$ cat config.mk
export PLATFORM = sky130hd
export DESIGN_NAME = rtc_field_adjuster
export DESIGN_NICKNAME = d
export VERILOG_FILES = /design/src/rtl/rtc_field_adjuster.sv
export SDC_FILE = /design/constraint.sdc
export NUM_CORES = 1
export LEC_CHECK = 0
export ABC_CLOCK_PERIOD_IN_PS = 3500
export BUFFER_PORTS_ARGS = -buffer_cell sky130_fd_sc_hd__buf_4
export CORE_MARGIN = 2
export CORE_UTILIZATION = 50
export DETAILED_ROUTE_END_ITERATION = 16
export PLACE_DENSITY_LB_ADDON = 0.2
export SETUP_SLACK_MARGIN = 0.3
export SLEW_MARGIN = 20
export SYNTH_ARGS = -nofsm -noshare
export SYNTH_HDL_FRONTEND = slang
export SYNTH_SLANG_ARGS = --single-unit
$ cat constraint.sdc
create_clock -name clk -period 3.5 [get_ports clk]
set_input_delay 0.7 -clock clk [delete_from_list [all_inputs] [get_ports clk]]
set_output_delay 0.7 -clock clk [all_outputs]
set_load 0.05 [all_outputs]
$ cat src/rtl/rtc_field_adjuster.sv
// ----------------------------------------------------------------------------
// rtc_field_adjuster
//
// Editor for a single RTC time/date field. A value read back from the RTC is
// captured into a working register, stepped up or down from the debounced push
// buttons (with wrap-around inside [MIN_VAL, MAX_VAL], optional packed BCD
// arithmetic and hold-to-auto-repeat), and finally published for write-back.
// One instance is used per editable field.
//
// Ports:
//   clk        in   system clock, rising edge
//   reset      in   asynchronous active-high reset
//   enable     in   editing session active; low returns to IDLE
//   load       in   one-cycle strobe: capture dato_rtc into the working value
//   dato_rtc   in   field value read from the RTC
//   push       in   debounced buttons: 01 = decrement, 10 = increment
//   tick       in   one-cycle timebase strobe for auto-repeat
//   commit     in   one-cycle strobe: publish the working value
//   dato       out  last committed value
//   edit_val   out  current working value
//   dato_valid out  one-cycle pulse when dato is updated
//   editing    out  high while in the EDIT state
// ----------------------------------------------------------------------------
module rtc_field_adjuster #(
    parameter int WIDTH       = 8,
    parameter int BCD         = 1,
    parameter int MIN_VAL     = 0,
    parameter int MAX_VAL     = 'h59,
    parameter int REPEAT_DLY  = 8,
    parameter int REPEAT_RATE = 2
) (
    input  logic             clk,
    input  logic             reset,
    input  logic             enable,
    input  logic             load,
    input  logic [WIDTH-1:0] dato_rtc,
    input  logic [1:0]       push,
    input  logic             tick,
    input  logic             commit,
    output logic [WIDTH-1:0] dato,
    output logic [WIDTH-1:0] edit_val,
    output logic             dato_valid,
    output logic             editing
);

    localparam logic [WIDTH-1:0] MIN_C  = WIDTH'(MIN_VAL);
    localparam logic [WIDTH-1:0] MAX_C  = WIDTH'(MAX_VAL);
    localparam logic [WIDTH-1:0] SPAN_C = WIDTH'(MAX_VAL - MIN_VAL);
    localparam logic [WIDTH-1:0] ONE_C  = WIDTH'(1);

    localparam int RPT_MAX = (REPEAT_DLY > REPEAT_RATE) ? REPEAT_DLY : REPEAT_RATE;
    localparam int CNT_W   = $clog2(RPT_MAX + 1);
    localparam logic [CNT_W-1:0] DLY_C      = CNT_W'(REPEAT_DLY);
    localparam logic [CNT_W-1:0] RATE_C     = CNT_W'(REPEAT_RATE);
    localparam logic [CNT_W-1:0] CNT_ONE_C  = CNT_W'(1);

    typedef enum logic [1:0] {
        IDLE   = 2'd0,
        EDIT   = 2'd1,
        COMMIT = 2'd2
    } state_t;

    state_t             r_state;
    state_t             w_next_state;
    logic [WIDTH-1:0]   r_edit_val;
    logic [WIDTH-1:0]   r_dato;
    logic               r_dato_valid;
    logic               r_editing;
    logic [1:0]         r_push_prev;
    logic [CNT_W-1:0]   r_rpt_cnt;
    logic               r_rpt_phase;

    logic               w_dir_valid;
    logic               w_press;
    logic               w_held;
    logic               w_in_edit;
    logic               w_do_load;
    logic               w_do_commit;
    logic               w_rpt_fire;
    logic               w_step;
    logic               w_step_up;
    logic [CNT_W-1:0]   w_rpt_limit;
    logic [CNT_W-1:0]   w_rpt_next;
    logic               w_in_range;
    logic               w_load_ok;
    logic [WIDTH-1:0]   w_inc_val;
    logic [WIDTH-1:0]   w_dec_val;

    // Range test folded into a single unsigned compare: values below MIN_VAL
    // wrap around to large numbers after the subtraction and fall out of span.
    assign w_in_range = ((dato_rtc - MIN_C) <= SPAN_C);

    // Encoding-specific arithmetic and load sanitisation. Both step results
    // are computed for the current working value, which is always legal.
    generate
        if (BCD != 0) begin : g_bcd
            assign w_load_ok = w_in_range && (dato_rtc[3:0] <= 4'd9) && (dato_rtc[7:4] <= 4'd9);
            assign w_inc_val = (r_edit_val == MAX_C) ? MIN_C :
                               (r_edit_val[3:0] == 4'd9) ? {r_edit_val[7:4] + 4'd1, 4'd0} :
                               (r_edit_val + ONE_C);
            assign w_dec_val = (r_edit_val == MIN_C) ? MAX_C :
                               (r_edit_val[3:0] == 4'd0) ? {r_edit_val[7:4] - 4'd1, 4'd9} :
                               (r_edit_val - ONE_C);
        end else begin : g_bin
            assign w_load_ok = w_in_range;
            assign w_inc_val = (r_edit_val == MAX_C) ? MIN_C : (r_edit_val + ONE_C);
            assign w_dec_val = (r_edit_val == MIN_C) ? MAX_C : (r_edit_val - ONE_C);
        end
    endgenerate

    // Button decode. A press is a new direction compared to last cycle's
    // sample; a hold is the same direction seen twice in a row.
    assign w_dir_valid = (push == 2'b01) || (push == 2'b10);
    assign w_press     = w_dir_valid && (push != r_push_prev);
    assign w_held      = w_dir_valid && (push == r_push_prev);
    assign w_step_up   = (push == 2'b10);

    // Load outranks commit, which outranks any step in the same cycle.
    assign w_in_edit   = enable && (r_state == EDIT);
    assign w_do_load   = enable && load && ((r_state == IDLE) || (r_state == EDIT));
    assign w_do_commit = w_in_edit && commit && !load;

    // The first auto-repeat step waits REPEAT_DLY ticks; later steps wait
    // REPEAT_RATE ticks. r_rpt_phase records which interval is running.
    assign w_rpt_limit = r_rpt_phase ? RATE_C : DLY_C;
    assign w_rpt_next  = r_rpt_cnt + CNT_ONE_C;
    assign w_rpt_fire  = w_in_edit && w_held && tick && (w_rpt_next == w_rpt_limit);
    assign w_step      = w_in_edit && !load && !commit && (w_press || w_rpt_fire);

    // State register.
    always_ff @(posedge clk or posedge reset) begin
        if (reset) begin
            r_state <= IDLE;
        end else begin
            r_state <= w_next_state;
        end
    end

    // Next-state logic; dropping enable overrides every transition.
    always_comb begin
        w_next_state = r_state;
        case (r_state)
            IDLE:    if (load) w_next_state = EDIT;
            EDIT:    if (!load && commit) w_next_state = COMMIT;
            COMMIT:  w_next_state = IDLE;
            default: w_next_state = IDLE;
        endcase
        if (!enable) begin
            w_next_state = IDLE;
        end
    end

    // Working value, committed value and status outputs.
    always_ff @(posedge clk or posedge reset) begin
        if (reset) begin
            r_edit_val   <= '0;
            r_dato       <= '0;
            r_dato_valid <= 1'b0;
            r_editing    <= 1'b0;
            r_push_prev  <= 2'b00;
        end else begin
            r_push_prev  <= push;
            r_dato_valid <= 1'b0;
            r_editing    <= (w_next_state == EDIT);
            if (w_do_load) begin
                r_edit_val <= w_load_ok ? dato_rtc : MIN_C;
            end else if (w_do_commit) begin
                r_dato       <= r_edit_val;
                r_dato_valid <= 1'b1;
            end else if (w_step) begin
                r_edit_val <= w_step_up ? w_inc_val : w_dec_val;
            end
        end
    end

    // Auto-repeat tick counter. Anything other than a steady hold in EDIT
    // (release, reversal, fresh press, load, commit, leaving EDIT) restarts it.
    always_ff @(posedge clk or posedge reset) begin
        if (reset) begin
            r_rpt_cnt   <= '0;
            r_rpt_phase <= 1'b0;
        end else if (!w_in_edit || load || commit || !w_held) begin
            r_rpt_cnt   <= '0;
            r_rpt_phase <= 1'b0;
        end else if (tick) begin
            if (w_rpt_fire) begin
                r_rpt_cnt   <= '0;
                r_rpt_phase <= 1'b1;
            end else begin
                r_rpt_cnt <= w_rpt_next;
            end
        end
    end

    assign dato       = r_dato;
    assign edit_val   = r_edit_val;
    assign dato_valid = r_dato_valid;
    assign editing    = r_editing;

endmodule
==> results.toml, run 1 <==
[outcome]
run_status = "complete, no violations"

[layout]
area_delta_synth_final_pct = 16.81
fin_cells = 261
layout-drive-gt1-share_pct = 26.51
antennaDiodeCount = 0
nets = 241

[die]
die_h_um = 63.91
pin_count = 34
die_w_um = 63.91
initial_utilization_pct = 52.93
core_area_sq_mm = 0.003390
std_cell_rows = 21
dieArea_sq_mm = 0.004084

[sta]
maxSlewHeadroom_pct = 62.31
max_freq_mhz = 397.1
timing.hold.ws_ns = 0.4197
rsz0062_at_grt = "no"
setup_viol = 0
period_needed_ns = 2.518
hold_viol = 0
slew_viol_final = 0
setup_tns_ns = 0
tightest_slew_ns = 0.5620
period_share_pct = 71.95
skew_ns = 0.007152

[power]
p_int_mw = 0.5104
pwr-share-clk_pct = 15.2
combinationalPowerShare_pct = 39.4
ir_worst_vdd_v = 0.0002053
seq_power_share_pct = 45.4
power_density_mw_per_mm2 = 400.1
total_power_mw = 0.8385
p_switching_mw = 0.3281
leakage_nw = 0.9519
switching_share_pct = 39.13

[yosys]
ys_seq_elements = 27
synth_edf_count = 0
syn-cell-area_sq_mm = 0.001794
synth-seq-area-share_pct = 37.66
synth_top_area_share_pct = 37.66
ys_warn_count = 0
yosys.area.top_type = "dfrtp_1"
synth_cell_types = 50
syn_nets = 210
synth_commonest_cells = "27 x dfrtp_1, 17 x nand2_1, 11 x nand3_1"
ys.flop_type = "dfrtp_1"
yosysMostFrequentCell = "dfrtp_1"
synth.area.top_cells = "dfrtp_1 38%, ha_1 6.3%, mux2_2 5.6%, nand2_1 3.6%, nand3_1 3.1%"
ys_async_sr_fraction_pct = 100.0
avgSynthCellArea_sq_um = 9.698
postSynthCellCount = 185

[detailed_routing]
viasPerCell = 5.724
wl_per_cell_um = 15.14
antenna_left = 0
drt-initial-drc-count = 132
drtPass1Iterations = 4
vias = 1494
routed_wl_um = 3952
drc = 0

[critical_path]
startpoint_type = "register"
endpoint_kind = "register"
cp.arrival_ns = 2.74
critPathRequiredTime_ns = 3.73
r2r-start = "edit_val[0]"
cp_max_fo = 10
crit_type = "reg -> reg"
cp-startpoint = "edit_val[0]"

[grt]
grt.overflow.total = 0
grt_pass1_vias = 1470
grt_max_degree = 28
grt_util_all_layers_pct = 21.19
grt_first_pass_wirelength_um = 6831
antenna_found_initial = 0

[cts]
clkTransAtPathRegs_ns = 0.14
post_cts_resized = 0
post-cts-setup-buffer-count = 0
insertion_delay_ns = 0.31
clk_path_buf_depth = 2
clock_sinks = 27
tritoncts = "done"
ctsHoldBuffers = 0
cts-buffers-inserted = 3
htree_num_levels = 1
root_buffer = "clkbuf_4"

[run]
cap_violations = 0

[placement]
dp.cells = 257
hpwl_um = 3037
gp_congestion = 0.9777
io_buffers = 33

[min_path]
min_path_type = "in -> async"
==> cell families after synthesis <==
family / after synthesis / share of synthesized area (%)
buffers and inverters: 18 / 4.185
AO/OA/AOI/OAI: 41 / 16.32
adder cells (fa/ha/maj): 9 / 6.276
XOR/XNOR: 8 / 4.324
multiplexers: 13 / 7.880
flip-flops: 27 / 37.66
AND/OR/NAND/NOR: 69 / 23.36
==> placed cells by master (no fill, tap or decap), drive strengths merged, types with 2 or more instances in the layout <==
| master | Yosys | routed |
|---|---|---|
| nor4 | 2 | 2 |
| nor3 | 2 | 2 |
| nand2 | 17 | 17 |
| dfrtp | 27 | 27 |
| o21ai | 9 | 9 |
| a31oi | 5 | 5 |
| or4 | 2 | 2 |
| and3b | 3 | 3 |
| xnor2 | 6 | 6 |
| buf | 1 | 34 |
| o31ai | 2 | 2 |
| mux2i | 4 | 4 |
| clkbuf | 7 | 4 |
| o21bai | 2 | 2 |
| and4 | 2 | 2 |
| or4b | 2 | 2 |
| o311ai | 2 | 2 |
| o211ai | 2 | 2 |
| a211oi | 2 | 2 |
| mux2 | 9 | 9 |
| and2 | 3 | 3 |
| nand2b | 2 | 2 |
| nor3b | 5 | 5 |
| a21oi | 8 | 8 |
| nand3 | 12 | 12 |
| ha | 9 | 9 |
| xor2 | 2 | 2 |
| o21a | 2 | 2 |
| nor2 | 7 | 7 |
| inv | 10 | 10 |
| nor2b | 2 | 2 |
| nand3b | 3 | 3 |
==> metrics by stage <==
step / util [%] / setup slack [ns] / instance area [sq um]
2_1_floorplan: - / 1.134 / 1794
3_3_place_gp: 61.06 / 0.8091 / 2069
3_5_place_dp: 61.06 / 0.6751 / 2069
4_1_cts: 61.83 / 1.006 / 2096
5_1_grt: 61.83 / 0.8520 / 2096
6_report: 61.83 / 0.9819 / 2096
==> metal layers <==
layer	GRT usage [%]	wire, um
met5	0	0
met4	7.065	41
met3	2.289	202
met2	37.11	2078
met1	27.13	1629
==> cell type report <==
class | instances | area [sq um]
Fill cell | 282 | 1294
Tap cell | 46 | 57.56
Clock buffer | 4 | 26.28
Inverter | 10 | 37.54
Sequential cell | 27 | 675.6
Multi-Input combinational cell | 140 | 1044
Timing Repair Buffer | 34 | 255.2
==> final timing paths <==
check                                      end  slack [ns]  cells past startpoint
worst min register to register         dato[0]        0.52                      1
worst min-delay path               r_rpt_phase        0.42                      2
worst max-delay path               edit_val[7]        0.98                      7
worst max register to register     edit_val[7]        0.98                      7
max in group asynchronous              dato[5]        2.71                      2
min in group clk                r_push_prev[1]        0.51                      1
==> flip-flops by register name, summed over array words and instances (netlist names) <==
register and flops:
editing 1, r_rpt_cnt 4, r_push_prev 2, r_state 2, edit_val 8, r_rpt_phase 1
dato_valid 1, dato 8
==> worst max-delay path, cell delays in order (launching register included) <==
cell	delay [ns]
dfrtp_1	0.52
inv_1	0.17
ha_1	0.32
o21ba_1	0.21
or4b_1	0.51
o32ai_1	0.32
a21oi_1	0.13
a311oi_2	0.25
==> power by group through the flow <==
stage	registers, mW	logic (mW)	clock network (mW)
final	0.381	0.330	0.128
after global routing	0.389	0.359	0.155
after CTS	0.381	0.330	0.136
after detailed placement	0.388	0.329	0
after global placement	0.384	0.323	0
after floorplan	0.469	0.145	0
(Power assumes the default switching activity.)
==> run 2: changes to the inputs <==
ABC_CLOCK_PERIOD_IN_PS = 2200   (was 3500)
clock period = 2.2 ns   (was 3.5 ns; I/O delays follow)
==> results.toml, run 2 (synthesis results as in run 1) <==
[outcome]
run_status = "complete, no violations"

[power]
ir_worst_vdd_v = 0.0005127
leakage_nw = 1.075
total_power_mw = 1.434
power_density_mw_per_mm2 = 595.7

[sta]
hold_viol = 0
skew_ns = 0.002238
tightest_slew_ns = 0.6585
timing.hold.ws_ns = 0.1522
period_needed_ns = 1.969
rsz0062_at_grt = "yes"
period_share_pct = 89.49
slew_viol_final = 0
setup_viol = 0
setup_tns_ns = 0
maxSlewHeadroom_pct = 55.83
max_freq_mhz = 507.9

[detailed_routing]
antenna_left = 0
wl_per_cell_um = 16.88
routed_wl_um = 4777
drc = 0
drt-initial-drc-count = 79
drtPass1Iterations = 4
viasPerCell = 5.675
vias = 1606

[placement]
gp_congestion = 0.8637
dp.cells = 266
placed_area_sq_mm = 0.002195
hpwl_um = 3264
io_buffers = 33

[die]
dieArea_sq_mm = 0.004084
core_area_sq_mm = 0.003390
pin_count = 34
std_cell_rows = 21
die_w_um = 63.91
die_h_um = 63.91
initial_utilization_pct = 52.93

[cts]
ctsHoldBuffers = 0
cts-buffers-inserted = 3
htree_num_levels = 1
tritoncts = "done"
root_buffer = "clkbuf_4"
clk_path_buf_depth = 2
clkTransAtPathRegs_ns = 0.15
insertion_delay_ns = 0.32
clock_sinks = 27

[grt]
grt_busiest_layer = "met2"
grt_max_degree = 28
grt.overflow.total = 0
grt_use_met2_pct = 41.02
grt_pass1_vias = 1628
antenna_found_initial = 0
use_met3_pct = 3.169
grt_util_all_layers_pct = 24.57
grt_first_pass_wirelength_um = 7907
use_met1_pct = 34.58

[critical_path]
startpoint_type = "register"
cp_max_fo = 9
endpoint_kind = "register"
crit_type = "reg -> reg"
critPathRequiredTime_ns = 2.48
cp.arrival_ns = 2.24

[run]
cap_violations = 0

[layout]
layout-drive-gt1-share_pct = 42.62
layout.cells.most_common_list = "52 x buf_4, 22 x dfrtp_1, 16 x nand2_1, 8 x mux2_2, 8 x nand3_1"
antennaDiodeCount = 0
fin_area_sq_mm = 0.002407
area_delta_synth_final_pct = 34.17
nets = 263
fin_cells = 283
final_common_cell = "buf_4"

[min_path]
min_path_type = "in -> async"
run 2: area by class of cell:
| class | count | area, sq um |
|---|---|---|
| clock buffer | 3 | 22.52 |
| multi-input combinational | 140 | 1151 |
| inverter | 10 | 45.04 |
| fill | 261 | 982.2 |
| tap | 46 | 57.56 |
| timing repair buffer | 56 | 444.2 |
| clock inverter | 1 | 5.005 |
| sequential | 27 | 681.9 |
run 2: layer usage:
metal	vias up	wire [um]
li1	776	-
met1	759	2158
met2	61	2291
met3	10	271
met4	0	55
met5	-	0
run 2: metrics by stage:
step | setup slack (ns) | util [%]
after global routing | 0.08959 | 71.02
after global placement | 0.07730 | 64.75
after CTS | 0.2561 | 69.66
after detailed placement | 0.005544 | 64.75
after floorplan | 0.08433 | -
final | 0.2313 | 71.02
run 2: report_power, final:
group | total, mW | switching, mW | internal, mW
sequential | 0.591 | 0.0456 | 0.545
clock | 0.216 | 0.148 | 0.0682
combinational | 0.627 | 0.376 | 0.251
total | 1.43 | 0.570 | 0.864
run 2: final timing paths:
| path | from | to | slack, ns | cells past startpoint |
|---|---|---|---|---|
| max | r_rpt_cnt[0] | edit_val[6] | 0.23 | 8 |
| min | reset | dato[6] | 0.15 | 3 |
| max reg2reg | r_rpt_cnt[0] | edit_val[6] | 0.23 | 8 |
| min reg2reg | dato[2] | dato[2] | 0.54 | 1 |
| max in group asynchronous | reset | edit_val[5] | 1.78 | 3 |
| min in group clk | push[1] | r_push_prev[1] | 0.25 | 1 |
run 2: critical path: stages (launching register included):
cell     delay (ns)
dfrtp_1        0.45
buf_6          0.13
nand3_4        0.09
xnor2_2        0.18
mux2i_2        0.32
o31ai_4        0.09
buf_12         0.14
or3b_2         0.43
nand3_1        0.09
run 2: repair_timing:
item,CTS,global route
pin swaps,6,7
buffers inserted,10,3
endpoints found under the setup margin,5,11
resized for setup,13,7
